### src/rtl/imem_loader.sv
`default_nettype none
// imem_loader: receives a length-prefixed, XOR-checksummed byte stream and
// writes it as 32-bit words into instruction memory.  Rev 1.0
module imem_loader #(
   parameter int DEPTH = 64
) (
   input  logic        clk,
   input  logic        reset,
   input  logic        start,
   input  logic        in_valid,
   input  logic [7:0]  in_data,
   output logic        in_ready,
   output logic        mem_we,
   output logic [31:0] mem_addr,
   output logic [31:0] mem_wdata,
   output logic        busy,
   output logic        done,
   output logic        err
);

   localparam logic [8:0] C_DEPTH = 9'(DEPTH);

   typedef enum logic [2:0] {
      S_IDLE  = 3'd0,
      S_LEN   = 3'd1,
      S_DATA  = 3'd2,
      S_WRITE = 3'd3,
      S_CSUM  = 3'd4,
      S_DONE  = 3'd5
   } state_t;

   state_t      state_q, state_d;
   logic [31:0] word_q,  word_d;
   logic [7:0]  idx_q,   idx_d;
   logic [1:0]  cnt_q,   cnt_d;
   logic [7:0]  xor_q,   xor_d;
   logic [7:0]  len_q,   len_d;
   logic        err_q,   err_d;
   logic [31:0] addr_q,  addr_d;
   logic [31:0] wdata_q, wdata_d;

   always_ff @(posedge clk) begin
      if (reset) begin
         state_q <= S_IDLE;
         word_q  <= '0;
         idx_q   <= '0;
         cnt_q   <= '0;
         xor_q   <= '0;
         len_q   <= '0;
         err_q   <= 1'b0;
         addr_q  <= '0;
         wdata_q <= '0;
      end else begin
         state_q <= state_d;
         word_q  <= word_d;
         idx_q   <= idx_d;
         cnt_q   <= cnt_d;
         xor_q   <= xor_d;
         len_q   <= len_d;
         err_q   <= err_d;
         addr_q  <= addr_d;
         wdata_q <= wdata_d;
      end
   end

   always_comb begin
      state_d  = state_q;
      word_d   = word_q;
      idx_d    = idx_q;
      cnt_d    = cnt_q;
      xor_d    = xor_q;
      len_d    = len_q;
      err_d    = err_q;
      addr_d   = addr_q;
      wdata_d  = wdata_q;
      in_ready = 1'b0;
      mem_we   = 1'b0;
      busy     = 1'b0;
      done     = 1'b0;

      case (state_q)
         S_IDLE, S_DONE: begin
            done = (state_q == S_DONE);
            if (start) begin
               state_d = S_LEN;
               err_d   = 1'b0;
               idx_d   = '0;
               cnt_d   = '0;
               xor_d   = '0;
               word_d  = '0;
            end
         end
         S_LEN: begin
            busy     = 1'b1;
            in_ready = 1'b1;
            if (in_valid) begin
               if ((in_data == 8'd0) || ({1'b0, in_data} > C_DEPTH)) begin
                  err_d   = 1'b1;
                  state_d = S_DONE;
               end else begin
                  len_d   = in_data;
                  xor_d   = in_data;
                  state_d = S_DATA;
               end
            end
         end
         S_DATA: begin
            busy     = 1'b1;
            in_ready = 1'b1;
            if (in_valid) begin
               word_d = {word_q[23:0], in_data};
               xor_d  = xor_q ^ in_data;
               cnt_d  = cnt_q + 2'd1;
               // Latch the write port here so it holds steadily outside WRITE.
               if (cnt_q == 2'd3) begin
                  addr_d  = {22'd0, idx_q, 2'b00};
                  wdata_d = {word_q[23:0], in_data};
                  state_d = S_WRITE;
               end
            end
         end
         S_WRITE: begin
            busy   = 1'b1;
            mem_we = 1'b1;
            idx_d  = idx_q + 8'd1;
            if ((idx_q + 8'd1) == len_q) begin
               state_d = S_CSUM;
            end else begin
               state_d = S_DATA;
            end
         end
         S_CSUM: begin
            busy     = 1'b1;
            in_ready = 1'b1;
            if (in_valid) begin
               err_d   = (in_data != xor_q);
               state_d = S_DONE;
            end
         end
         default: begin
            state_d = S_IDLE;
         end
      endcase
   end

   assign mem_addr  = addr_q;
   assign mem_wdata = wdata_q;
   assign err       = err_q;

endmodule
`default_nettype wire

### config.mk
export PLATFORM = sky130hd
export DESIGN_NAME = imem_loader
export DESIGN_NICKNAME = d
export VERILOG_FILES = /design/src/rtl/imem_loader.sv
export SDC_FILE = /design/constraint.sdc
export NUM_CORES = 1
export LEC_CHECK = 0
export ABC_AREA = 1
export BUFFER_PORTS_ARGS = -buffer_cell sky130_fd_sc_hd__buf_2
export CAP_MARGIN = 10
export CORE_ASPECT_RATIO = 2
export CORE_MARGIN = 2
export CORE_UTILIZATION = 40
export CTS_CLUSTER_DIAMETER = 40
export DETAILED_ROUTE_END_ITERATION = 10
export PLACE_DENSITY = 0.65
export SYNTH_ARGS = -nofsm -noshare
export SYNTH_HDL_FRONTEND = slang
export SYNTH_SLANG_ARGS = --single-unit
### constraint.sdc
create_clock -name clk -period 2.2 [get_ports clk]
set_input_delay 0.22 -clock clk [delete_from_list [all_inputs] [get_ports clk]]
set_output_delay 0.22 -clock clk [all_outputs]
set_load 0.02 [all_outputs]
---- After elaboration in Yosys (flattened, before gate mapping) ----
Index checks and enable logic that the tools add are counted.
storage, ports and cells
  flip-flop bits (word level) ............. 94
  input bits .............................. 12
  output and inout bits ................... 69
  word-level logic and storage cells ...... 75
cells by class
  add/subtract/negate cells ............... 2
  $lt $le $gt $ge ......................... 1
  equal/unequal tests ..................... 15
  multiplexer cells ....................... 29
  bitwise gates (word level) .............. 2
  reduce and logical (&&, ||, !) cells .... 17
operator list
  kind                                                  count
  2-to-1 mux 24 bit                                     2
  one-hot mux 24 bit (2 select lines)                   1
  2-to-1 mux 8 bit                                      4
  one-hot mux 8 bit (3 select lines)                    1
  2-to-1 mux 3 bit                                      7
  one-hot mux 8 bit (2 select lines)                    1
  one-hot mux 3 bit (5 select lines)                    1
  AND reduction 5 bit                                   3
  != test 2 bit (second input constant)                 7
  AND reduction 3 bit                                   3
  adder 8 x 1 -> 8 bit (second input constant)          1
  equality test 8 bit                                   1
  > comparator 8 x 7 -> 1 bit (second input constant)   1
  logical NOT 8 bit                                     1
  2-to-1 mux 1 bit                                      8
  != test 8 bit                                         1
  bitwise XOR 8 bit                                     1
  equality test 3 x 2 -> 1 bit (second input constant)  2
  equality test 3 bit (second input constant)           2
  nonzero test 3 bit                                    2
  2-to-1 mux 2 bit                                      2
  one-hot mux 2 bit (2 select lines)                    1
  nonzero test 2 bit                                    2
  OR reduction 4 bit                                    1
  10 further kinds                                      10

---- Logic depth before layout (Yosys ltp) ----
Gate-level depths: netlist of run 1.
  depth in word-level cells ............... 5
  mapped depth ............................ 14
  mapped depth without buffers ............ 14

---- Worst setup path before layout of run 1 ----
No wires, ideal clock.
  path kind ............................... register to register
  start point ............................. reg idx_q[0]
  end point ............................... reg state_q[1]
  library setup time ...................... 0.138 ns
  data arrival time ....................... 1.462 ns
  required time ........................... 2.062 ns
  slack ................................... 0.600 ns
  stages on the path, launching flop included .. 15
  path buffers ............................ 0
  cells stage by stage .................... dfxtp_1 ha_1 nand2_1 nor2_1 nand2_1 nand2_1 nand2_1 nand2_1 nand2_1 nor2_1 nand3_1 nand2_1 nand2_1 nand2_1 a21oi_1
on the way
  longest elaborated chain between the ends .. 4
ends and longest elaborated chain
  element                             line  RTL
  from (decl)                         34    logic [7:0] idx_q, idx_d;
  from (signal assigned)              56    idx_q <= idx_d;
  adder 8 x 1 -> 8 bit                126   if ((idx_q + 8'd1) == len_q) begin
  equality test 8 bit                 126
  2-to-1 mux 3 bit                    126
  one-hot mux 3 bit (5 select lines)  81    case (state_q)
  to (signal assigned)                54    state_q <= state_d;
  to (decl)                           32    state_t state_q, state_d;
Every way passes these cells.
A chain may end at the register's enable or synchronous reset.

---- Worst setup path in the final report of run 1 ----
Ends and elaborated chain as after synthesis.

==> flow_metrics.tcl, run 1 <==
set metrics [dict create \
    crit_path_frequent_cell "nand2_1" \
    power-per-cell-area_nw_per_um2 976 \
    fin_nets 631 \
    rsz0062_at_grt "no" \
    multi_input_area_um2 1990 \
    relSlewSlack 0.391 \
    cts_setup_buffers 0 \
    switching_share 0.365 \
    cp-startpoint "idx_q[0]" \
    cts_sinks 94 \
    timing.rr.start "idx_q[0]" \
    synth_area_leader_cell "dfxtp_1" \
    finalSetupViolations 0 \
    fp.dieW_um 76.8 \
    period_minus_slack_ns 1.92 \
    fin_cells 759 \
    synth_cell_types 36 \
    clkLatencyLatePin_ns 0.34 \
    min_path_type "in -> reg" \
    yosysMostFrequentCell "nand2_1" \
    comb_power_share 0.293 \
    routed_wl_um 10700 \
    synth_edf_count 0 \
    area_growth_syn_to_layout_pct 14.1 \
    switching_power_w 0.00173 \
    end_kind "register" \
    grt_max_degree 41 \
    yosysWarningCount 0 \
    seqPwrFrac 0.399 \
    async_flop_share 0 \
    crit_type "reg -> reg" \
    drt_iter0_drc 246 \
    synth_common_cells "117 x nand2_1, 94 x dfxtp_1, 60 x a21oi_1" \
    cts_resized 0 \
    placed_cells 743 \
    core_area_um2 10400 \
    cp.required_ns 2.42 \
    start_kind "register" \
    hold_violations 0 \
    numPortBuffers 56 \
    critPathSlowestCell "dfxtp_1" \
    cp_top_family "simple AND/OR/NAND/NOR gates" \
    worstHoldStart "in_data[7]" \
    preCtsSetupSlack_ns 0.317 \
    place_hpwl_um 7800 \
    htree_levels 3 \
    wl_per_cell_um 14.1 \
    p_leak_nw 2.01 \
    finalMaxSlewViolations 0 \
    postSynthAreaPerCell_um2 7.49 \
    rrSetupSlack_ns 0.28 \
    start_util 0.408 \
    peakVddDrop_mv 0.620 \
    ys_seq_area_frac 0.443 \
    arrival_ns 2.14 \
    crit_chain "ha_1 > nand2_1 > nor2_1 > nand2_1 > nand2_1 > nand2_1 > nand2_1 > nand2_1 > nor2_1 > nand3_1 > nand2_1 > nand2_1 > nand2_1 > a21oi_1" \
    p_clk_frac 0.307 \
    synth_flop_cell "dfxtp_1" \
    outcome "finished, final reports clean" \
    setup_ws_ns 0.281 \
    io_pins 81 \
    power.total_w 0.00473 \
    grt_pass1_vias 3699 \
    synthTopCellsByArea "dfxtp_1 44%, nand2_1 10%, a21oi_1 7.1%" \
    tightest_slew_ns 0.913 \
    numCtsBuffers 9 \
    slowest_delay_ns 0.43 \
    p_int_w 0.00300 \
    cts_tree "done" \
    drive_gt1_frac 0.196 \
    clock_tree.root_cell "clkbuf_16" \
    antenna_cells 0 \
    synth-seq-cells 94 \
    fin_tns_setup_ns 0 \
    antenna_found_initial 0 \
    post-route-period-util 0.872 \
    vias 3850 \
    drv_cap 0 \
    n_fill_cell 1097 \
    drc 0 \
    timing.critical_path.buf_inv 0 \
    fin_worst_skew_ns 0.00682 \
    netlist_area_um2 4250 \
    crit_fanout 5 \
    seq_area_um2 1880 \
    vias_per_cell 5.07 \
    drt_pass1_iterations 4 \
    fmax_mhz 521 \
    grtUsageTotal 0.191 \
    fp.dieH_um 150 \
    synth_top_area_frac 0.443 \
    num_rows 53 \
    grt_pass1_wl_um 17300 \
    hold_buffers 0 \
    gp_congestion 0.882 \
    clkTransAtPathRegs_ns 0.06 \
    max-clock-path-buffers 2 \
    drtAntennaViolNets 0 \
    netlist_instances 567 \
    grt.overflow.total 0 \
    dieArea_um2 11500 \
]
## worst paths after layout
path                                endpoint  depth (start not counted)
worst max register to register    state_q[1]                         14
worst min register to register  mem_wdata[4]                          2
worst min-delay path               word_q[7]                          3
worst max-delay path              state_q[1]                         14
## cells in the final DEF (no fill, tap or decap), drive strengths merged, types with 11 or more instances in the layout
cell type,instances
clkbuf,11
nor2,59
nand2,128
conb,24
dfxtp,94
buf,68
inv,38
nand3,52
o21ai,42
a21oi,72
## flip-flops by register name (all words and copies together) (netlist names)
register	cells
xor_q	8
len_q	8
cnt_q	2
mem_addr	8
mem_wdata	32
idx_q	8
err	1
word_q	24
state_q	3
## power by group through the flow
stage,combinational [W],sequential [W],clock [W]
global placement,0.00135,0.00192,0
global route,0.00153,0.00190,0.00156
CTS,0.00138,0.00189,0.00149
floorplan,0.00116,0.00191,0
finish,0.00138,0.00189,0.00145
detailed placement,0.00138,0.00192,0
## metal layers
metal / wire length, um / GRT usage / vias to the layer above
met1: 3910 / 0.193 / 1784
met2: 5760 / 0.353 / 123
met4: 529 / 0.126 / 0
met3: 481 / 0.0362 / 36
li1: - / - / 1907
met5: 0 / 0 / -
## layout make-up
class,count,share of cell area
Inverter,37,0.0297
Clock inverter,5,0.00672
Multi-Input combinational cell,407,0.410
Clock buffer,11,0.0501
Timing Repair Buffer,68,0.0791
Tap cell,137,0.0354
Sequential cell,94,0.389
## per-stage QoR
stage | hold WS (ns) | utilization | area (um^2)
4_1_cts | 0.171 | 0.465 | 4840
2_1_floorplan | 0.369 | - | 4330
3_5_place_dp | 0.450 | 0.439 | 4570
6_report | 0.181 | 0.465 | 4840
5_1_grt | 0.209 | 0.465 | 4840
3_3_place_gp | 0.447 | 0.439 | 4570
## tightest hold or removal path, cell delays in order
cell and delay, ns:
buf_2 0.12, nand3_1 0.07, a21oi_1 0.05
## cell families after synthesis
group,count (synthesis),synth area share
AO/OA/AOI/OAI,125,0.168
XOR/XNOR,10,0.0206
adder cells (fa/ha/maj),2,0.00589
buffers and inverters,89,0.109
flip-flops,94,0.443
other,1,0.000883
AND/OR/NAND/NOR,246,0.252
Power figures use the tool's default switching activity.
==> run 2, diff against run 1 <==
--- a/config.mk
+++ b/config.mk
@@ -13,7 +13,8 @@
 export CORE_UTILIZATION = 40
 export CTS_CLUSTER_DIAMETER = 40
 export DETAILED_ROUTE_END_ITERATION = 10
-export PLACE_DENSITY = 0.65
+export MAX_ROUTING_LAYER = met4
+export PLACE_DENSITY = 0.67
 export SYNTH_ARGS = -nofsm -noshare
 export SYNTH_HDL_FRONTEND = slang
 export SYNTH_SLANG_ARGS = --single-unit
==> constraint.sdc (replaced) <==
create_clock -name clk -period 1.6 [get_ports clk]
set_input_delay 0.16 -clock clk [delete_from_list [all_inputs] [get_ports clk]]
set_output_delay 0.16 -clock clk [all_outputs]
set_load 0.02 [all_outputs]
==> run 2 against run 1 <==
Against the previous run:
- sequential cell count did not move
- largest cell class unchanged
- clock power rose by 56%
- global-route usage rose by 1.7 points
- register-to-register slack got worse by 0.39 ns
- sequential share of layout area fell by 4.6 points
- the run now ends with negative setup slack left
- sequential power rose by 38%
- cell count rose by 6.1%
==> flow_metrics.tcl, run 2 (synthesis results as in run 1) <==
set metrics [dict create \
    outcome "complete, but fails checks" \
    violations "negative setup slack" \
    area_growth_syn_to_layout_pct 31.0 \
    min_path_type "in -> reg" \
    drive_gt1_frac 0.329 \
    finalSetupViolations 34 \
    core_area_um2 10400 \
    fp.dieH_um 150 \
    period_minus_slack_ns 1.71 \
    placed_cells 778 \
    gp_congestion 0.878 \
    drt_pass1_iterations 4 \
    post-route-period-util 1.07 \
    setup_ws_ns -0.106 \
    vias_per_cell 5.08 \
    vias 4087 \
    place_hpwl_um 8090 \
    grt_pass1_wl_um 18500 \
    power-per-cell-area_nw_per_um2 1380 \
    largest_register_ffs 32 \
    layout_common_cells "102 x nand2_1, 87 x dfxtp_1, 54 x buf_2" \
    arrival_ns 1.99 \
    dieArea_um2 11500 \
    antenna_cells 0 \
    crit_type "reg -> reg" \
    fp.dieW_um 76.8 \
    htree_levels 3 \
    finalMaxSlewViolations 0 \
    grt_max_degree 61 \
    max-clock-path-buffers 2 \
    wl_per_cell_um 14.6 \
    numPortBuffers 56 \
    cts_sinks 94 \
    fmax_mhz 586 \
    clkTransAtPathRegs_ns 0.07 \
    fin_worst_skew_ns 0.00797 \
    postLayoutCoreUtil 0.534 \
    drv_cap 0 \
    crit_fanout 5 \
    start_util 0.408 \
    grtUsageTotal 0.208 \
    rsz0062_at_grt "yes" \
    antenna_found_initial 0 \
    clkLatencyLatePin_ns 0.35 \
    start_kind "register" \
    relSlewSlack 0.486 \
    fin_cells 805 \
    routed_wl_um 11800 \
    drt_iter0_drc 194 \
    clock_tree.root_cell "clkbuf_16" \
    numCtsBuffers 9 \
    hold_buffers 0 \
    fin_nets 677 \
    p_leak_nw 2.32 \
    final_common_cell "nand2_1" \
    cp.required_ns 1.88 \
    drtAntennaViolNets 0 \
    hold_violations 0 \
    tightest_slew_ns 0.772 \
    peakVddDrop_mv 0.703 \
    num_rows 53 \
    drc 0 \
    grt_pass1_vias 4002 \
    grt.overflow.total 0 \
    io_pins 81 \
    end_kind "register" \
    cts_tree "done" \
]
==> run 2: cell types whose count changed in the layout (fill, tap and decap cells not counted), sizes merged <==
cell    delta
inv        +3
buf       +44
bufinv     +1
clkinv     -1
clkbuf     -1
==> run 2: path summary, 6_finish.rpt <==
kind	from	end	slack (ns)	cells after the start
max	state_q[1]	xor_q[6]	-0.11	11
min	in_data[7]	word_q[7]	0.12	3
max reg2reg	state_q[1]	xor_q[6]	-0.11	11
min reg2reg	mem_wdata[19]	mem_wdata[19]	0.46	2
==> run 2: cell type report <==
class	count	area (um^2)
multi-input combinational	407	2180
timing repair buffer	113	823
sequential	94	1910
timing repair inverter	1	8.76
fill	1018	4850
clock buffer	9	225
clock inverter	7	88.8
tap	137	171
inverter	37	159
==> run 2: report_power, final <==
part / leakage (nW) / internal (W) / switching [W]
Sequential: 0.764 / 0.00248 / 0.000126
Clock: 0.155 / 0.00125 / 0.00101
Combinational: 1.40 / 0.00113 / 0.00170
==> run 2: per-layer routing <==
| metal | wire length, um | vias to the layer above | track usage |
|---|---|---|---|
| li1 | - | 2002 | - |
| met1 | 4150 | 1920 | 0.200 |
| met3 | 486 | 40 | 0.0386 |
| met5 | 0 | - | - |
| met4 | 539 | 0 | 0.134 |
| met2 | 6570 | 125 | 0.378 |
==> run 2: stage by stage <==
step	hold WS, ns	power (W)	instance area [um^2]	setup TNS, ns	setup WS (ns)
floorplan	0.309	0.00423	4330	0	0.0190
global placement	0.448	0.00475	4860	-1.37	-0.0624
finish	0.119	0.00769	5560	-1.56	-0.106
CTS	0.115	0.00743	5360	-0.698	-0.0617
global route	0.136	0.00806	5560	-4.60	-0.158
detailed placement	0.453	0.00480	4860	-4.27	-0.162
==> run 2: what timing repair did <==
action,CTS,global route
pin swaps,6,16
setup endpoints to repair,56,50
gates resized for setup,42,45
buffers inserted,6,3
cloned,0,2
==> run 2: critical path: stages, from the launching register on <==
cell and delay, ns:
dfxtp_4 0.36, nor2_4 0.12, inv_2 0.05, o21ai_4 0.17
inv_2 0.04, or2_4 0.25, o21ai_4 0.12, a21oi_2 0.09
nand2_4 0.12, buf_6 0.12, o21ai_1 0.07, nor2_1 0.13
